--- config.mk ---
export PLATFORM = sky130hd
export DESIGN_NAME = decomp_mul_seq_flat
export DESIGN_NICKNAME = d
export VERILOG_FILES = /design/src/rtl/decomp_mul_seq_if.sv /design/src/rtl/decomp_mul_seq.sv /design/src/flat_wrapper.sv
export SDC_FILE = /design/constraint.sdc
export NUM_CORES = 1
export LEC_CHECK = 0
export CELL_PAD_IN_SITES_DETAIL_PLACEMENT = 0
export CELL_PAD_IN_SITES_GLOBAL_PLACEMENT = 1
export CORE_MARGIN = 4
export CORE_UTILIZATION = 50
export CTS_BUF_LIST = sky130_fd_sc_hd__clkbuf_4 sky130_fd_sc_hd__clkbuf_8 sky130_fd_sc_hd__clkbuf_16
export DETAILED_ROUTE_END_ITERATION = 7
export DONT_BUFFER_PORTS = 1
export GPL_ROUTABILITY_DRIVEN = 0
export PLACE_DENSITY_LB_ADDON = 0.1
export RECOVER_POWER = 100
export SYNTH_ARGS = -nofsm -noshare
export SYNTH_HDL_FRONTEND = slang
export SYNTH_SLANG_ARGS = --single-unit
--- constraint.sdc ---
create_clock -name clk -period 7.22 [get_ports clk]
set_input_delay 1.444 -clock clk [delete_from_list [all_inputs] [get_ports clk]]
set_output_delay 1.444 -clock clk [all_outputs]
set_load 0.02 [all_outputs]
--- src/rtl/decomp_mul_seq_if.sv ---
// rtl/decomp_mul_seq_if.sv - operand/result handshake and shared-multiplier bundle
interface decomp_mul_seq_if #(
    parameter int WIDTH = 4
);
    logic                   in_valid;
    logic                   in_ready;
    logic [2*WIDTH-1:0]     in_a;
    logic [2*WIDTH-1:0]     in_b;
    logic                   out_valid;
    logic                   out_ready;
    logic [4*WIDTH-1:0]     out_r;
    logic                   busy;
    logic [WIDTH-1:0]       mul_a;
    logic [WIDTH-1:0]       mul_b;
    logic [2*WIDTH-1:0]     mul_r;

    // Producer/consumer side, which also hosts the W x W multiplier
    modport master (
        output in_valid, in_a, in_b, out_ready, mul_r,
        input  in_ready, out_valid, out_r, busy, mul_a, mul_b
    );

    // Controller side
    modport slave (
        input  in_valid, in_a, in_b, out_ready, mul_r,
        output in_ready, out_valid, out_r, busy, mul_a, mul_b
    );
endinterface

--- src/rtl/decomp_mul_seq.sv ---
// rtl/decomp_mul_seq.sv - 2W x 2W product built from one time-shared W x W multiplier
module decomp_mul_seq #(
    parameter int WIDTH       = 4,
    parameter int SKIP_LL     = 0,
    parameter int ZERO_BYPASS = 1
) (
    input  logic             clk,
    input  logic             rst,
    decomp_mul_seq_if.slave  bus
);
    typedef enum logic [1:0] {IDLE, PASS, DONE} state_t;

    state_t                 state;
    state_t                 state_next;

    logic [WIDTH-1:0]       a_h;
    logic [WIDTH-1:0]       a_l;
    logic [WIDTH-1:0]       b_h;
    logic [WIDTH-1:0]       b_l;
    logic [4*WIDTH-1:0]     acc;
    logic [4*WIDTH-1:0]     out_r_q;
    logic [1:0]             cnt;

    logic                   accept;
    logic                   last_pass;
    logic                   zero_hit;
    logic                   in_ready_c;
    logic                   out_valid_c;
    logic                   busy_c;
    logic [WIDTH-1:0]       mul_a_c;
    logic [WIDTH-1:0]       mul_b_c;
    logic [4*WIDTH-1:0]     prod_ext;
    logic [4*WIDTH-1:0]     term;

    // A zero operand short-circuits every pass when bypass is enabled
    assign zero_hit = (ZERO_BYPASS != 0) &&
                      ((bus.in_a == '0) || (bus.in_b == '0));

    // State register
    always_ff @(posedge clk) begin
        if (rst) begin
            state <= IDLE;
        end else begin
            state <= state_next;
        end
    end

    // Next state, handshake outputs and per-pass operand selection
    always_comb begin
        state_next  = state;
        in_ready_c  = 1'b0;
        out_valid_c = 1'b0;
        busy_c      = 1'b1;
        mul_a_c     = '0;
        mul_b_c     = '0;
        accept      = 1'b0;
        last_pass   = 1'b0;
        case (state)
            IDLE: begin
                in_ready_c = 1'b1;
                busy_c     = 1'b0;
                if (bus.in_valid) begin
                    accept     = 1'b1;
                    state_next = zero_hit ? DONE : PASS;
                end
            end
            PASS: begin
                case (cnt)
                    2'd0: begin mul_a_c = a_l; mul_b_c = b_l; end
                    2'd1: begin mul_a_c = a_l; mul_b_c = b_h; end
                    2'd2: begin mul_a_c = a_h; mul_b_c = b_l; end
                    default: begin mul_a_c = a_h; mul_b_c = b_h; end
                endcase
                if (cnt == 2'd3) begin
                    last_pass  = 1'b1;
                    state_next = DONE;
                end
            end
            DONE: begin
                out_valid_c = 1'b1;
                if (bus.out_ready) begin
                    state_next = IDLE;
                end
            end
            default: begin
                state_next = IDLE;
            end
        endcase
    end

    // Align the current partial product: LL at 0, cross terms at W, HH at 2W
    always_comb begin
        prod_ext = {{(2*WIDTH){1'b0}}, bus.mul_r};
        case (cnt)
            2'd0:    term = prod_ext;
            2'd3:    term = prod_ext << (2*WIDTH);
            default: term = prod_ext << WIDTH;
        endcase
    end

    // Operand capture, accumulation and result register
    always_ff @(posedge clk) begin
        if (rst) begin
            a_h     <= '0;
            a_l     <= '0;
            b_h     <= '0;
            b_l     <= '0;
            acc     <= '0;
            cnt     <= 2'd0;
            out_r_q <= '0;
        end else if (accept) begin
            a_h <= bus.in_a[2*WIDTH-1:WIDTH];
            a_l <= bus.in_a[WIDTH-1:0];
            b_h <= bus.in_b[2*WIDTH-1:WIDTH];
            b_l <= bus.in_b[WIDTH-1:0];
            acc <= '0;
            cnt <= (SKIP_LL != 0) ? 2'd1 : 2'd0;
            if (zero_hit) begin
                out_r_q <= '0;
            end
        end else if (state == PASS) begin
            acc <= acc + term;
            cnt <= cnt + 2'd1;
            if (last_pass) begin
                out_r_q <= acc + term;
            end
        end
    end

    assign bus.in_ready  = in_ready_c;
    assign bus.out_valid = out_valid_c;
    assign bus.busy      = busy_c;
    assign bus.mul_a     = mul_a_c;
    assign bus.mul_b     = mul_b_c;
    assign bus.out_r     = out_r_q;
endmodule

--- src/flat_wrapper.sv ---
// flat-port wrapper written by rule: the top's interface ports become plain ports
module decomp_mul_seq_flat 
#(
    parameter int WIDTH       = 4,
    parameter int SKIP_LL     = 0,
    parameter int ZERO_BYPASS = 1
)
  (clk, rst, bus_in_valid, bus_in_a, bus_in_b, bus_out_ready, bus_mul_r, bus_in_ready, bus_out_valid, bus_out_r, bus_busy, bus_mul_a, bus_mul_b);
  decomp_mul_seq_if #(.WIDTH(WIDTH)) bus_i ();
  input  logic clk;
  input  logic rst;
  input wire logic [$bits(bus_i.in_valid)-1:0] bus_in_valid;
  input wire logic [$bits(bus_i.in_a)-1:0] bus_in_a;
  input wire logic [$bits(bus_i.in_b)-1:0] bus_in_b;
  input wire logic [$bits(bus_i.out_ready)-1:0] bus_out_ready;
  input wire logic [$bits(bus_i.mul_r)-1:0] bus_mul_r;
  output wire logic [$bits(bus_i.in_ready)-1:0] bus_in_ready;
  output wire logic [$bits(bus_i.out_valid)-1:0] bus_out_valid;
  output wire logic [$bits(bus_i.out_r)-1:0] bus_out_r;
  output wire logic [$bits(bus_i.busy)-1:0] bus_busy;
  output wire logic [$bits(bus_i.mul_a)-1:0] bus_mul_a;
  output wire logic [$bits(bus_i.mul_b)-1:0] bus_mul_b;
  assign bus_i.in_valid = bus_in_valid;
  assign bus_i.in_a = bus_in_a;
  assign bus_i.in_b = bus_in_b;
  assign bus_i.out_ready = bus_out_ready;
  assign bus_i.mul_r = bus_mul_r;
  assign bus_in_ready = bus_i.in_ready;
  assign bus_out_valid = bus_i.out_valid;
  assign bus_out_r = bus_i.out_r;
  assign bus_busy = bus_i.busy;
  assign bus_mul_a = bus_i.mul_a;
  assign bus_mul_b = bus_i.mul_b;
  decomp_mul_seq #(.WIDTH(WIDTH), .SKIP_LL(SKIP_LL), .ZERO_BYPASS(ZERO_BYPASS)) u_core (.clk(clk), .rst(rst), .bus(bus_i));
endmodule
# Word-level counts from Yosys, hierarchy flattened
# Index checks and enable logic that the tools add are counted.
[totals] regBits=52 out_inout_bits=27 word_cells=52
[classes] addsub=2 eq_ne=9 mux=21 n_reduce_logical=12
[ops] op="$mux 16" n=4
[ops] op="$pmux 16 s2" n=1
[ops] op="$add 16x16->16" n=1
[ops] op="$logic_not 8->1" n=2
[ops] op="$mux 4" n=4
[ops] op="$mux 2" n=4
[ops] op="$mux 1" n=7
[ops] op="$eq 2x2->1 const B" n=3
[ops] op="$ne 2x2->1 const B" n=3
[ops] op="$pmux 2 s3" n=1
[ops] op="$reduce_and 3->1" n=2
[ops] op="$reduce_or 2->1" n=3
[ops] op="$eq 2x1->1 const B" n=2
[ops] op="$logic_not 2->1" n=2
[ops] op="$reduce_bool 2->1" n=2
[ops] op="$add 2x1->2 const B" n=1
[ops] op="$ne 2x1->1 const B" n=1
[ops] op="$logic_or 1x1->1" n=1

# Longest topological paths before layout
[depth] ltp_word=6 mapped_depth=12

# Worst setup path after synthesis
# No wires, ideal clock.
[synth_timing] kind="input to register" start="input bus_mul_r[0]" end="register u_core.out_r_q[10], in the netlist u_core.bus.out_r[10]" setup_time_ns=0.117 t_arrival_ns=3.438 required_time_ns=7.103 setup_slack_ns=3.664 path_stages=8 n_path_buf=0 cell_sequence="and2_1 -> ha_1 -> fa_1 -> a21o_1 -> a221oi_2 -> o21ai_0 -> a311o_1 -> a32o_1"
[synth_via] elab_chain_len=5
[synth_rtl] item="start, declared" line="flat_wrapper.sv:16" source="input wire logic [$bits(bus_i.mul_r)-1:0] bus_mul_r;"
[synth_rtl] item="$pmux 16 s2" line="decomp_mul_seq.sv:94" source="case (cnt)"
[synth_rtl] item="$add 16x16->16" line="decomp_mul_seq.sv:125" source="out_r_q <= acc + term;"
[synth_rtl] item="$mux 16" line="decomp_mul_seq.sv:124" source="if (last_pass) begin"
[synth_rtl] item="$mux 16" line="decomp_mul_seq.sv:121" source="end else if (state == PASS) begin"
[synth_rtl] item="$mux 16" line="decomp_mul_seq.sv:111" source="end else if (accept) begin"
[synth_rtl] item="end signal, assigned" line="decomp_mul_seq.sv:125"
[synth_rtl] item="end, declared" line="decomp_mul_seq.sv:21" source="logic [4*WIDTH-1:0] out_r_q;"
# Every way passes these cells. The select of a mux whose other input is x is not followed.
# A chain may end at the register's enable or synchronous reset.

# Final worst setup path
[layout_timing] start="register u_core.cnt[0]" end="register u_core.out_r_q[10], in the netlist u_core.bus.out_r[10]"
[layout_via] elab_chain_len=6
[layout_rtl] item="start, declared" line="decomp_mul_seq.sv:22" source="logic [1:0] cnt;"
[layout_rtl] item="start signal, assigned" line="decomp_mul_seq.sv:117" source="cnt <= (SKIP_LL != 0) ? 2'd1 : 2'd0;"
[layout_rtl] item="start signal, assigned" line="decomp_mul_seq.sv:123" source="cnt <= cnt + 2'd1;"
[layout_rtl] item="$eq 2x2->1 or $logic_not 2->1 (tied branches)" line="decomp_mul_seq.sv:74, decomp_mul_seq.sv:94"
[layout_rtl] item="$pmux 16 s2" line="decomp_mul_seq.sv:94"
[layout_rtl] item="$add 16x16->16" line="decomp_mul_seq.sv:125"
[layout_rtl] item="$mux 16" line="decomp_mul_seq.sv:124"
[layout_rtl] item="$mux 16" line="decomp_mul_seq.sv:121"
[layout_rtl] item="$mux 16" line="decomp_mul_seq.sv:111"
# Several ways; a longest one is shown, not always the timed one. The select of a mux whose other input is x is not followed.

==> results.json <==
{
  "reg2reg_slack_ns": 3.38,
  "die_area_um2": 7190,
  "synth.area.top_cells": "dfxtp_1 35%, nand2_1 10%, ha_1 8.5%",
  "hold_path_class": "reg -> reg",
  "drive_gt1_share_pct": 2.72,
  "postCtsSetupBuffers": 0,
  "finalHoldViolCount": 0,
  "start_util_pct": 52.6,
  "peakVddDrop_v": 0.0000903,
  "routed.top_layer": "met4",
  "diodes": 0,
  "min_period_ns": 3.84,
  "port-buffer-count": 0,
  "multi_input_area_um2": 1790,
  "fmax_mhz": 261,
  "grt.total_usage_pct": 21.8,
  "synth_area_per_cell_um2": 7.80,
  "power_density_nw_per_um2": 188,
  "setup_ws_ns": 3.38,
  "slowest_delay_ns": 0.55,
  "yosysTopAreaCell": "dfxtp_1",
  "grt_pass1_vias": 2529,
  "grt-ovfl-total": 0,
  "vias_per_cell": 5.92,
  "htree_num_levels": 2,
  "grt_pass1_wl_um": 12800,
  "worstReg2RegStart": "u_core.cnt[0]$_SDFFE_PP0P_",
  "yosys_warnings": 0,
  "drtIter0Drc": 145,
  "tightest_slew_ns": 0.973,
  "syn_area_um2": 2950,
  "synth_edf_count": 0,
  "wl_met2_um": 3520,
  "start_kind": "flip-flop",
  "crit_fanout": 14,
  "place_hpwl_um": 5540,
  "ys_seq_area_share_pct": 35.3,
  "drv_slew": 0,
  "yosysMostFrequentCell": "nand2_1",
  "syn_inst": 378,
  "outcome": "completed",
  "cts_hold_buffers": 0,
  "drt-met1-wl_um": 3470,
  "crit_cells": 11,
  "cts_resized": 0,
  "die_y_um": 84.8,
  "setup_viol": 0,
  "pre_cts_ws_ns": 3.43,
  "wl_per_cell_um": 17.2,
  "syn-num-nets": 427,
  "hold_end": "u_core.a_l[3]$_SDFFE_PP0P_",
  "core-area_um2": 5610,
  "worstPathRequired_ns": 7.43,
  "rr_endpoint": "u_core.bus.out_r[10]$_SDFFE_PP0P_",
  "num_rows": 27,
  "syn2layout_area_growth_pct": 3.44,
  "critical_path_arrival_ns": 4.05,
  "cts_root_buf": "clkbuf_8",
  "end_kind": "flip-flop",
  "finalCritPeriodShare_pct": 53.1,
  "n_fill_cell": 582,
  "fin_tns_setup_ns": 0,
  "layout.cells.non_filler": 440,
  "maxCapViolCount": 0,
  "min_from": "u_core.a_l[3]$_SDFFE_PP0P_",
  "clockBufferDepth": 2,
  "wl_um": 7560,
  "wl_met3_um": 421,
  "crit_slowest_cell": "ha_1",
  "place_area_um2": 2970,
  "vias": 2604,
  "crit_top_cell": "ha_1",
  "final_cell_area_um2": 3050,
  "synth_top_area_share_pct": 35.3,
  "antenna_found_initial": 0,
  "finClkSkew_ns": 0.00784,
  "cts.sinks": 52,
  "clk_pin_slew_ns": 0.10,
  "path_buf_inv": 1,
  "grt_max_degree": 31,
  "drt_pre_antenna_iters": 4,
  "maxSlewHeadroom_pct": 35.1,
  "regArea_um2": 1040,
  "synth_cell_types": 47,
  "crit_type": "reg -> reg",
  "ys_ff_latch": 52,
  "drcViolationCount": 0,
  "cp_top_family": "compound AO/OA/AOI/OAI gates",
  "cts_inserted_buffers": 5,
  "antenna_left": 0,
  "ios": 55,
  "clk_latency_ns": 0.31,
  "placedCellCount": 432,
  "min_delay_path_depth": 2,
  "synthFlopType": "dfxtp_1",
  "synthTopCellsByCount": "81 x nand2_1, 52 x dfxtp_1, 49 x a21oi_1, 20 x ha_1, 20 x nor2_1",
  "path_cells": "inv_1, ha_1, nor2b_1, and2_0, ha_1, fa_1, a21o_1, a221oi_1, o21ai_0, a311o_1, a32o_1",
  "async_flop_share_pct": 0,
  "rsz0062_at_grt": "no",
  "die_w_um": 84.8,
  "leakage_uw": 0.00117,
  "worstRegToRegCells": 11,
  "cts_tree": "done",
  "fin_nets": 416
}
[how the worst max path moves through the flow]
| stage | slack [ns] | start | end |
|---|---|---|---|
| after global routing | 3.15 | u_core.cnt[0]$_SDFFE_PP0P_ | u_core.bus.out_r[10]$_SDFFE_PP0P_ |
| final | 3.38 | u_core.cnt[0]$_SDFFE_PP0P_ | u_core.bus.out_r[10]$_SDFFE_PP0P_ |
| after floorplan | 3.66 | bus_mul_r[0] | u_core.bus.out_r[10]$_SDFFE_PP0P_ |
| after detailed placement | 3.43 | bus_mul_r[0] | u_core.bus.out_r[10]$_SDFFE_PP0P_ |
| after global placement | 3.55 | bus_mul_r[0] | u_core.bus.out_r[10]$_SDFFE_PP0P_ |
| after CTS | 3.59 | u_core.cnt[0]$_SDFFE_PP0P_ | u_core.bus.out_r[10]$_SDFFE_PP0P_ |
[metrics by stage]
stage / util, % / hold slack, ns / total power (uW)
after CTS: 54.6 / 0.452 / 579
after global routing: 54.4 / 0.469 / 605
after detailed placement: 53.0 / 0.437 / 409
after floorplan: - / 0.433 / 388
after global placement: 53.0 / 0.432 / 407
final: 54.4 / 0.453 / 573
[power breakdown]
part           switching, uW  internal, uW  leakage [uW]
clock                    102          69.1     0.0000445
combinational           66.6          32.9      0.000704
sequential              5.92           296      0.000422
[routing by layer]
| metal | GRT usage [%] | vias to the layer above |
|---|---|---|
| li1 | - | 1318 |
| met1 | 29.8 | 1194 |
| met2 | 34.7 | 79 |
| met3 | 5.20 | 13 |
| met4 | 5.76 | 0 |
| met5 | 0 | - |
[area by class of cell]
type / instances / share of cell area (%)
clock inverters: 3 / 0.698
repair buffers: 1 / 0.246
clock buffers: 5 / 2.26
flip-flops and latches: 52 / 34.1
multi-input cells: 300 / 58.8
inverters: 7 / 0.862
well taps: 72 / 2.95
[cell usage in the layout, fill, tap and decap left out, types with 6 or more instances in the layout]
master,netlist,layout
a21o_1,6,6
a21oi_1,49,49
a22o_1,10,10
a22oi_1,6,6
and2_1,9,6
dfxtp_1,52,52
ha_1,20,20
inv_1,7,7
nand2_1,81,81
nand3_1,12,12
nor2_1,20,20
o21ai_0,16,18
xnor2_1,8,8
[worst register-to-register path, delay by kind of cell (launching register included)]
family          cells  cell delay (ns)
compound gates      5             1.70
simple gates        2             0.39
fa+ha+maj           3             1.17
flops               1             0.41
buf+inv             1             0.08
[registers in the layout, summed over array words and instances (netlist names)]
register,flops
u_core.acc,16
u_core.state,2
u_core.bus.out_r,16
u_core.b_h,4
u_core.a_l,4
u_core.b_l,4
u_core.a_h,4
u_core.cnt,2
[cells by family (layout without fill, tap and decap cells)]
group	count (synthesis)	after routing	share of synthesized area [%]
compound gates	109	109	23.6
xor+xnor	12	12	3.57
fa+ha+maj	21	21	9.17
buf+inv	26	16	3.48
flops	52	52	35.3
mux	1	1	0.340
simple gates	157	157	24.5
(Power assumes the default switching activity.)
